===== src/rtl/demux_stream_if.sv =====
// Stream-side bundle of the 1:2 demux: one valid/ready input, two valid/ready outputs
// and the per-channel occupancy levels.
interface demux_stream_if #(
  parameter int unsigned WIDTH = 8,
  parameter int unsigned DEPTH = 2
);
  localparam int unsigned LW = $clog2(DEPTH) + 1;

  logic [WIDTH-1:0] in_data;
  logic             in_valid;
  logic             e;
  logic             in_ready;
  logic [WIDTH-1:0] out0_data;
  logic             out0_valid;
  logic             out0_ready;
  logic [WIDTH-1:0] out1_data;
  logic             out1_valid;
  logic             out1_ready;
  logic [LW-1:0]    lvl0;
  logic [LW-1:0]    lvl1;

  modport master (
    output in_data, in_valid, e, out0_ready, out1_ready,
    input  in_ready, out0_data, out0_valid, out1_data, out1_valid, lvl0, lvl1
  );

  modport slave (
    input  in_data, in_valid, e, out0_ready, out1_ready,
    output in_ready, out0_data, out0_valid, out1_data, out1_valid, lvl0, lvl1
  );
endinterface


===== src/rtl/demux_fifo.sv =====
// Per-channel registered FIFO; head word reads zero while empty, level tracks occupancy.
module demux_fifo #(
  parameter int unsigned WIDTH = 8,
  parameter int unsigned DEPTH = 2
) (
  input  logic                     clk,
  input  logic                     rst_n,
  input  logic                     push,
  input  logic [WIDTH-1:0]         push_data,
  input  logic                     pop,
  output logic [WIDTH-1:0]         head_data,
  output logic                     full,
  output logic                     empty,
  output logic [$clog2(DEPTH):0]   lvl
);
  localparam int unsigned PW = $clog2(DEPTH);

  logic [WIDTH-1:0] mem_q [DEPTH];
  logic [PW-1:0]    wr_ptr_q, wr_ptr_d;
  logic [PW-1:0]    rd_ptr_q, rd_ptr_d;
  logic [PW:0]      lvl_q, lvl_d;

  assign full      = (lvl_q == (PW+1)'(DEPTH));
  assign empty     = (lvl_q == '0);
  assign lvl       = lvl_q;
  assign head_data = empty ? '0 : mem_q[rd_ptr_q];

  // DEPTH is a power of two, so pointer overflow is the modulo wrap.
  always_comb begin
    wr_ptr_d = wr_ptr_q;
    rd_ptr_d = rd_ptr_q;
    lvl_d    = lvl_q;
    if (push) wr_ptr_d = wr_ptr_q + PW'(1);
    if (pop)  rd_ptr_d = rd_ptr_q + PW'(1);
    case ({push, pop})
      2'b10:   lvl_d = lvl_q + (PW+1)'(1);
      2'b01:   lvl_d = lvl_q - (PW+1)'(1);
      default: lvl_d = lvl_q;
    endcase
  end

  always_ff @(posedge clk or negedge rst_n) begin
    if (!rst_n) begin
      wr_ptr_q <= '0;
      rd_ptr_q <= '0;
      lvl_q    <= '0;
    end else begin
      wr_ptr_q <= wr_ptr_d;
      rd_ptr_q <= rd_ptr_d;
      lvl_q    <= lvl_d;
    end
  end

  always_ff @(posedge clk or negedge rst_n) begin
    if (!rst_n) begin
      for (int unsigned i = 0; i < DEPTH; i++) mem_q[i] <= '0;
    end else if (push) begin
      mem_q[wr_ptr_q] <= push_data;
    end
  end

  a_no_push_when_full: assert property (@(posedge clk) disable iff (!rst_n) !(push && full));
  a_no_pop_when_empty: assert property (@(posedge clk) disable iff (!rst_n) !(pop && empty));
endmodule


===== src/rtl/demux_stream.sv =====
// 1:2 stream demultiplexer: e=1 routes to channel 0, e=0 to channel 1, each channel
// buffered by its own FIFO so one stalled consumer never blocks the other.
module demux_stream #(
  parameter int unsigned WIDTH = 8,
  parameter int unsigned DEPTH = 2
) (
  input  logic                 clk,
  input  logic                 rst_n,
  demux_stream_if.slave        bus
);
  logic             in_ready;
  logic             push0, push1;
  logic             pop0, pop1;
  logic             full0, full1;
  logic             empty0, empty1;
  logic [WIDTH-1:0] head0, head1;
  logic [$clog2(DEPTH):0] lvl0, lvl1;

  // Ready looks only at the select and registered fullness, never at in_valid.
  assign in_ready = bus.e ? !full0 : !full1;
  assign push0    = bus.in_valid && in_ready &&  bus.e;
  assign push1    = bus.in_valid && in_ready && !bus.e;
  assign pop0     = !empty0 && bus.out0_ready;
  assign pop1     = !empty1 && bus.out1_ready;

  demux_fifo #(.WIDTH(WIDTH), .DEPTH(DEPTH)) u_fifo0 (
    .clk       (clk),
    .rst_n     (rst_n),
    .push      (push0),
    .push_data (bus.in_data),
    .pop       (pop0),
    .head_data (head0),
    .full      (full0),
    .empty     (empty0),
    .lvl       (lvl0)
  );

  demux_fifo #(.WIDTH(WIDTH), .DEPTH(DEPTH)) u_fifo1 (
    .clk       (clk),
    .rst_n     (rst_n),
    .push      (push1),
    .push_data (bus.in_data),
    .pop       (pop1),
    .head_data (head1),
    .full      (full1),
    .empty     (empty1),
    .lvl       (lvl1)
  );

  assign bus.in_ready   = in_ready;
  assign bus.out0_data  = head0;
  assign bus.out0_valid = !empty0;
  assign bus.out1_data  = head1;
  assign bus.out1_valid = !empty1;
  assign bus.lvl0       = lvl0;
  assign bus.lvl1       = lvl1;
endmodule


===== src/flat_wrapper.sv =====
// flat-port wrapper written by rule: the top's interface ports become plain ports
module demux_stream_flat 
#(
  parameter int unsigned WIDTH = 8,
  parameter int unsigned DEPTH = 2
)
  (clk, rst_n, bus_in_data, bus_in_valid, bus_e, bus_out0_ready, bus_out1_ready, bus_in_ready, bus_out0_data, bus_out0_valid, bus_out1_data, bus_out1_valid, bus_lvl0, bus_lvl1);
  demux_stream_if #(.WIDTH(WIDTH), .DEPTH(DEPTH)) bus_i ();
  input  logic clk;
  input  logic rst_n;
  input wire logic [$bits(bus_i.in_data)-1:0] bus_in_data;
  input wire logic [$bits(bus_i.in_valid)-1:0] bus_in_valid;
  input wire logic [$bits(bus_i.e)-1:0] bus_e;
  input wire logic [$bits(bus_i.out0_ready)-1:0] bus_out0_ready;
  input wire logic [$bits(bus_i.out1_ready)-1:0] bus_out1_ready;
  output wire logic [$bits(bus_i.in_ready)-1:0] bus_in_ready;
  output wire logic [$bits(bus_i.out0_data)-1:0] bus_out0_data;
  output wire logic [$bits(bus_i.out0_valid)-1:0] bus_out0_valid;
  output wire logic [$bits(bus_i.out1_data)-1:0] bus_out1_data;
  output wire logic [$bits(bus_i.out1_valid)-1:0] bus_out1_valid;
  output wire logic [$bits(bus_i.lvl0)-1:0] bus_lvl0;
  output wire logic [$bits(bus_i.lvl1)-1:0] bus_lvl1;
  assign bus_i.in_data = bus_in_data;
  assign bus_i.in_valid = bus_in_valid;
  assign bus_i.e = bus_e;
  assign bus_i.out0_ready = bus_out0_ready;
  assign bus_i.out1_ready = bus_out1_ready;
  assign bus_in_ready = bus_i.in_ready;
  assign bus_out0_data = bus_i.out0_data;
  assign bus_out0_valid = bus_i.out0_valid;
  assign bus_out1_data = bus_i.out1_data;
  assign bus_out1_valid = bus_i.out1_valid;
  assign bus_lvl0 = bus_i.lvl0;
  assign bus_lvl1 = bus_i.lvl1;
  demux_stream #(.WIDTH(WIDTH), .DEPTH(DEPTH)) u_core (.clk(clk), .rst_n(rst_n), .bus(bus_i));
endmodule

===== config.mk =====
export PLATFORM = sky130hd
export DESIGN_NAME = demux_stream_flat
export DESIGN_NICKNAME = d
export VERILOG_FILES = /design/src/rtl/demux_stream_if.sv /design/src/rtl/demux_fifo.sv /design/src/rtl/demux_stream.sv /design/src/flat_wrapper.sv
export SDC_FILE = /design/constraint.sdc
export NUM_CORES = 1
export LEC_CHECK = 0
export ABC_AREA = 1
export ABC_CLOCK_PERIOD_IN_PS = 2600
export CAP_MARGIN = 20
export CORE_MARGIN = 10
export CORE_UTILIZATION = 42
export CTS_CLUSTER_SIZE = 30
export DETAILED_ROUTE_END_ITERATION = 8
export PLACE_DENSITY = 0.66
export RECOVER_POWER = 50
export SETUP_SLACK_MARGIN = 0.15
export SLEW_MARGIN = 10
export SYNTH_ARGS = -nofsm -noshare
export SYNTH_HDL_FRONTEND = slang
export SYNTH_SLANG_ARGS = --single-unit

===== constraint.sdc =====
create_clock -name clk -period 2.6 [get_ports clk]
set_clock_uncertainty 0.1 [all_clocks]
set_input_delay 0.26 -clock clk [delete_from_list [all_inputs] [get_ports clk]]
set_output_delay 0.26 -clock clk [all_outputs]
set_load 0.1 [all_outputs]

==> results.yml, run 1 <==
logic_synthesis:
  synth_area_sq_mm: 0.00199
  synthCells: 230
  yosys.cell_types.count: 22
  syn_avg_cell_area_sq_um: 8.67
  ys_seq_area_frac: 0.502
  ys.flop_type: "dfrtp_1"
  yosysWarnings: 0
  synth_edf_count: 0
  async_reset_ff_frac: 1.00
  synth-seq-cells: 40
  synth.net_count: 246
sta:
  finalSetupViolCount: 0
  drv_slew: 0
  finalSetupTns_ns: 0
  fin_crit_ns: 2.20
  maxSlewHeadroom: 0.226
  rsz0062_at_grt: "false"
  worstMarginPinSlew_ns: 1.17
  max_clock_freq_mhz: 455
  hold_violations: 0
  period_share: 0.846
grt:
  grt_max_degree: 32
  grtUsageTotal: 0.130
  grt_pass1_wl_um: 7830
  grt.met2_usage: 0.214
  grt_use_met3: 0.0456
  grt_pass1_vias: 1603
  grt_overflow: 0
  antenna_found_initial: 0
  busiest_layer: "met2"
  use_met1: 0.148
floorplan:
  die-area_sq_mm: 0.00790
  rows: 25
  initial_core_util: 0.428
  io_pins: 37
  chipWidth_um: 88.9
  die_h_um: 88.9
  core_area_sq_mm: 0.00466
route:
  wl_per_cell_um: 14.0
  drt-total-wl_um: 4620
  drt_iter0_drc: 59
  vias_per_cell: 4.87
  ant_nets: 0
  drc: 0
  num_vias: 1601
  drtPass1Iterations: 4
clocking:
  worstSkewPairLatency_ns: 0.30
  cts_root_buf: "clkbuf_8"
  clk_pin_slew_ns: 0.08
  max-clock-path-buffers: 2
  htreeDepth: 2
  cts_resized: 0
  tritoncts: "done"
  numCtsBuffers: 5
  cts_setup_buffers: 0
  cts_sinks: 40
setup_path:
  path_cells: "o21ai_0 > a21oi_4 > buf_12"
  crit_family: "flip-flops"
  slowest_delay_ns: 0.83
  path_class: "reg2out"
  startpoint_type: "flop"
  crit_buf_inv: 1
  required_ns: 2.24
  arrival_ns: 1.84
  endpoint_kind: "output port"
  worstPathMaxFanout: 15
  crit_slowest_cell: "dfrtp_1"
worst_hold_path:
  hold_path_class: "reg2reg"
finish:
  area_delta_synth_final_pct: 42.3
  drive_gt1_frac: 0.233
  nNetsFinal: 290
  diodes: 0
placed_design:
  io_buffers: 36
  place.gp.congestion: 0.768
  hpwlAfterDp_um: 3450
run_status:
  status: "finished, final reports clean"
flow_run:
  maxCapViolCount: 0
==> per-layer routing <==
layer | vias up | part of all wire
met5 | - | 0
met4 | 0 | 0.021
met3 | 6 | 0.053
met2 | 35 | 0.50
met1 | 751 | 0.43
li1 | 809 | -
==> timing repair <==
action,in CTS,in global routing
endpoints found under the setup margin,0,0
hold buffers,1,0
hold endpoints to repair,29,0
==> worst reg2reg max path, cell delays in order (launching register included) <==
cell,delay [ns]
dfrtp_4,0.45
inv_1,0.06
nand2_2,0.05
nand3_1,0.24
nor2_1,0.90
o21ai_0,0.20
==> through the flow <==
| stage | cells | utilization | instance area, sq um | hold WS (ns) | setup slack (ns) |
|---|---|---|---|---|---|
| after global placement | 320 | 0.592 | 2760 | 0.248 | 0.706 |
| after detailed placement | 320 | 0.592 | 2760 | 0.255 | 0.640 |
| final | 329 | 0.609 | 2840 | 0.370 | 0.401 |
| after floorplan | 230 | - | 2190 | -0.136 | 0.154 |
| after global routing | 329 | 0.609 | 2840 | 0.390 | 0.212 |
| after CTS | 329 | 0.618 | 2880 | 0.372 | 0.348 |
==> synthesized netlist by cell type, drive strengths merged, types with 2 or more instances <==
master / instances / area share
xor2: 4 / 0.018
o21bai: 16 / 0.060
nor2: 9 / 0.037
a21oi: 18 / 0.045
buf: 6 / 0.028
xnor2: 3 / 0.013
dfrtp: 40 / 0.50
nand2: 68 / 0.13
ha: 2 / 0.013
inv: 34 / 0.064
o21ai: 27 / 0.072
==> area by class of cell <==
cell class                 count  area, sq um
clock inverter                 3         42.5
tap                           54         67.6
fill                         401         1820
sequential                    40         1010
inverter                      35          139
multi-input combinational    149          957
clock buffer                   5         68.8
timing repair buffer          43          551
==> registers in the layout (all words and copies together), names as in the netlist <==
register	flops
u_core.u_fifo1.lvl	2
u_core.u_fifo1.mem_q	16
u_core.u_fifo0.wr_ptr_q	1
u_core.u_fifo0.mem_q	16
u_core.u_fifo1.rd_ptr_q	1
u_core.u_fifo0.lvl	2
u_core.u_fifo1.wr_ptr_q	1
u_core.u_fifo0.rd_ptr_q	1
==> cell usage in the layout, fill, tap and decap left out, types with 3 or more instances in the layout <==
cell type	n
nand2_1	65
a21oi_4	16
nor2_1	7
xnor2_1	3
clkdlybuf4s50_1	12
clkinvlp_4	3
dfrtp_1	36
nand2_2	3
inv_1	32
o21bai_1	16
xor2_1	4
buf_4	8
clkbuf_8	5
clkbuf_1	4
o21ai_0	25
buf_12	17
==> path summary, 6_finish.rpt <==
check                                                       endpoint  cells past startpoint  slack, ns                                start
max in group asynchronous       u_core.u_fifo0.mem_q[15]$_DFFE_PN0P_                      3       1.22                                rst_n
worst max-delay path                                bus_out1_data[2]                      3       0.40  u_core.u_fifo1.rd_ptr_q$_DFFE_PN0P_
worst min register to register   u_core.u_fifo0.mem_q[9]$_DFFE_PN0P_                      2       0.37  u_core.u_fifo0.mem_q[9]$_DFFE_PN0P_
worst max register to register   u_core.u_fifo0.mem_q[4]$_DFFE_PN0P_                      5       0.44    u_core.u_fifo0.lvl[0]$_DFFE_PN0P_
min in group asynchronous        u_core.u_fifo0.mem_q[5]$_DFFE_PN0P_                      2       0.44                                rst_n
worst min-delay path             u_core.u_fifo0.mem_q[9]$_DFFE_PN0P_                      2       0.37  u_core.u_fifo0.mem_q[9]$_DFFE_PN0P_
==> logic make-up after synthesis <==
family,share of synthesized area
xor+xnor,0.0308
simple gates,0.178
fa+ha+maj,0.0126
flops,0.502
buf+inv,0.0935
compound gates,0.183
Power of run 1 is not shown: default switching activity piles up to over one toggle a cycle in this logic, so the estimate is an artifact.
==> run 2: changes to the inputs <==
ABC_CLOCK_PERIOD_IN_PS = 1900   (was 2600)
PLACE_DENSITY = 0.69   (was 0.66)
clock period = 1.9 ns   (was 2.6 ns; I/O delays follow)
==> run 2 against run 1 <==
Compared with the run above:
- critical path depth grew 3
- largest cell class is now multi-input gates
- core utilization grew 6.3 points
- wire length grew 4.5%
- via count grew 3.8%
- final area grew 10%
- first-iteration DRC count grew 85%
- setup slack lost 0.28 ns
- global-route usage grew 0.61 points
- hold slack gained 0.029 ns
- final cell count grew 3.0%
- critical path type unchanged
==> results.yml, run 2 (same netlist as run 1, synthesis figures left out) <==
sta:
  maxSlewHeadroom: 0.345
  finalSetupViolCount: 0
  period_share: 0.934
  fin_crit_ns: 1.78
  drv_slew: 0
  worstMarginPinSlew_ns: 0.983
  max_clock_freq_mhz: 563
  rsz0062_at_grt: "true"
  hold_violations: 0
setup_path:
  arrival_ns: 1.49
  path_cells: "nor2_4 > clkinvlp_4 > buf_12 > o21ai_2 > a21oi_4 > buf_12"
  startpoint_type: "flop"
  crit_buf_inv: 3
  crit_top_cell: "buf_12"
  slowest_delay_ns: 0.51
  path_class: "reg2out"
  r2r_setup_slack_ns: 0.19
  endpoint_kind: "output port"
  required_ns: 1.61
  worstPathMaxFanout: 9
  crit_slowest_cell: "dfrtp_4"
  crit_family: "flip-flops"
clocking:
  worstSkewPairLatency_ns: 0.29
  max-clock-path-buffers: 2
  tritoncts: "done"
  numCtsBuffers: 5
  cts_sinks: 40
  clk_pin_slew_ns: 0.07
  htreeDepth: 2
  cts_root_buf: "clkbuf_8"
floorplan:
  die-area_sq_mm: 0.00790
  io_pins: 37
  rows: 25
  chipWidth_um: 88.9
  core_area_sq_mm: 0.00466
  initial_core_util: 0.428
  die_h_um: 88.9
finish:
  nNetsFinal: 301
  final_cells: 339
  mostFrequentLayoutCells: "nand2_1 (66), dfrtp_1 (35), inv_1 (28), buf_12 (23), o21ai_2 (18)"
  diodes: 0
  largestRegisters: "u_core.u_fifo0.mem_q (16), u_core.u_fifo1.mem_q (16)"
  area_delta_synth_final_pct: 57.0
  nFillCells: 352
  drive_gt1_frac: 0.365
  mostFrequentLayoutCell: "nand2_1"
grt:
  grt_overflow: 0
  grt_max_degree: 41
  grtUsageTotal: 0.136
  grt_pass1_vias: 1716
  grt_pass1_wl_um: 8360
  antenna_found_initial: 0
placed_design:
  hpwlAfterDp_um: 3430
  place.gp.congestion: 0.780
  io_buffers: 36
  dpl.cell_count: 323
route:
  drt-total-wl_um: 4830
  wl_per_cell_um: 14.2
  drtPass1Iterations: 4
  drc: 0
  drt_iter0_drc: 109
  vias_per_cell: 4.90
  num_vias: 1662
  ant_nets: 0
flow_run:
  maxCapViolCount: 0
run_status:
  status: "finished, final reports clean"
worst_hold_path:
  hold_path_class: "reg2reg"
-- run 2: repair_timing --
item | 4_1_cts | 5_1_grt
resized for setup | 2 | 5
setup buffers | 8 | 0
hold buffers | 1 | 0
hold endpoints to repair | 40 | 0
endpoints found under the setup margin | 18 | 23
-- run 2: final timing paths --
kind / start / to / cells past startpoint
setup / recovery: u_core.u_fifo1.lvl[0]$_DFFE_PN0P_ / bus_out1_data[1] / 6
hold / removal: u_core.u_fifo0.mem_q[10]$_DFFE_PN0P_ / u_core.u_fifo0.mem_q[10]$_DFFE_PN0P_ / 2
setup reg to reg: u_core.u_fifo0.lvl[1]$_DFFE_PN0P_ / u_core.u_fifo0.mem_q[9]$_DFFE_PN0P_ / 8
hold reg to reg: u_core.u_fifo0.mem_q[10]$_DFFE_PN0P_ / u_core.u_fifo0.mem_q[10]$_DFFE_PN0P_ / 2
max in group asynchronous: rst_n / u_core.u_fifo0.lvl[0]$_DFFE_PN0P_ / 3
min in group asynchronous: rst_n / u_core.u_fifo1.mem_q[6]$_DFFE_PN0P_ / 3
-- run 2: through the flow --
step                utilization  worst slack [ns]  TNS [ns]  hold slack [ns]  cell area (sq um)
finish                    0.671             0.125         0            0.400               3130
global route              0.671            0.0613         0            0.437               3130
CTS                       0.681             0.111         0            0.297               3170
detailed placement        0.638            0.0534         0           0.0755               2970
global placement          0.638             0.130         0           0.0795               2970
floorplan                     -            -0.240     -3.88           -0.206               2280
-- run 2: routing by layer --
| layer | wire (um) | GRT usage | vias to the layer above |
|---|---|---|---|
| met5 | 0 | 0 | - |
| met4 | 56 | 0.0441 | 0 |
| met3 | 228 | 0.0383 | 6 |
| met2 | 2450 | 0.223 | 32 |
| met1 | 2090 | 0.169 | 792 |
| li1 | - | - | 832 |
-- run 2: final cells by class --
| type | instances | area (sq um) | share of cell area |
|---|---|---|---|
| clock buffer | 7 | 96.3 | 0.0308 |
| sequential | 40 | 1020 | 0.325 |
| timing repair buffer | 54 | 712 | 0.228 |
| tap | 54 | 67.6 | 0.0216 |
| inverter | 35 | 141 | 0.0452 |
| multi-input combinational | 149 | 1090 | 0.350 |
-- run 2: worst reg2reg max path: cells and delay by family, from the launching register on --
family / cells / cell delay [ns]
buffers and inverters: 3 / 0.45
AND/OR/NAND/NOR: 5 / 0.56
flip-flops: 1 / 0.49
Power of run 2 is left out for the same reason.
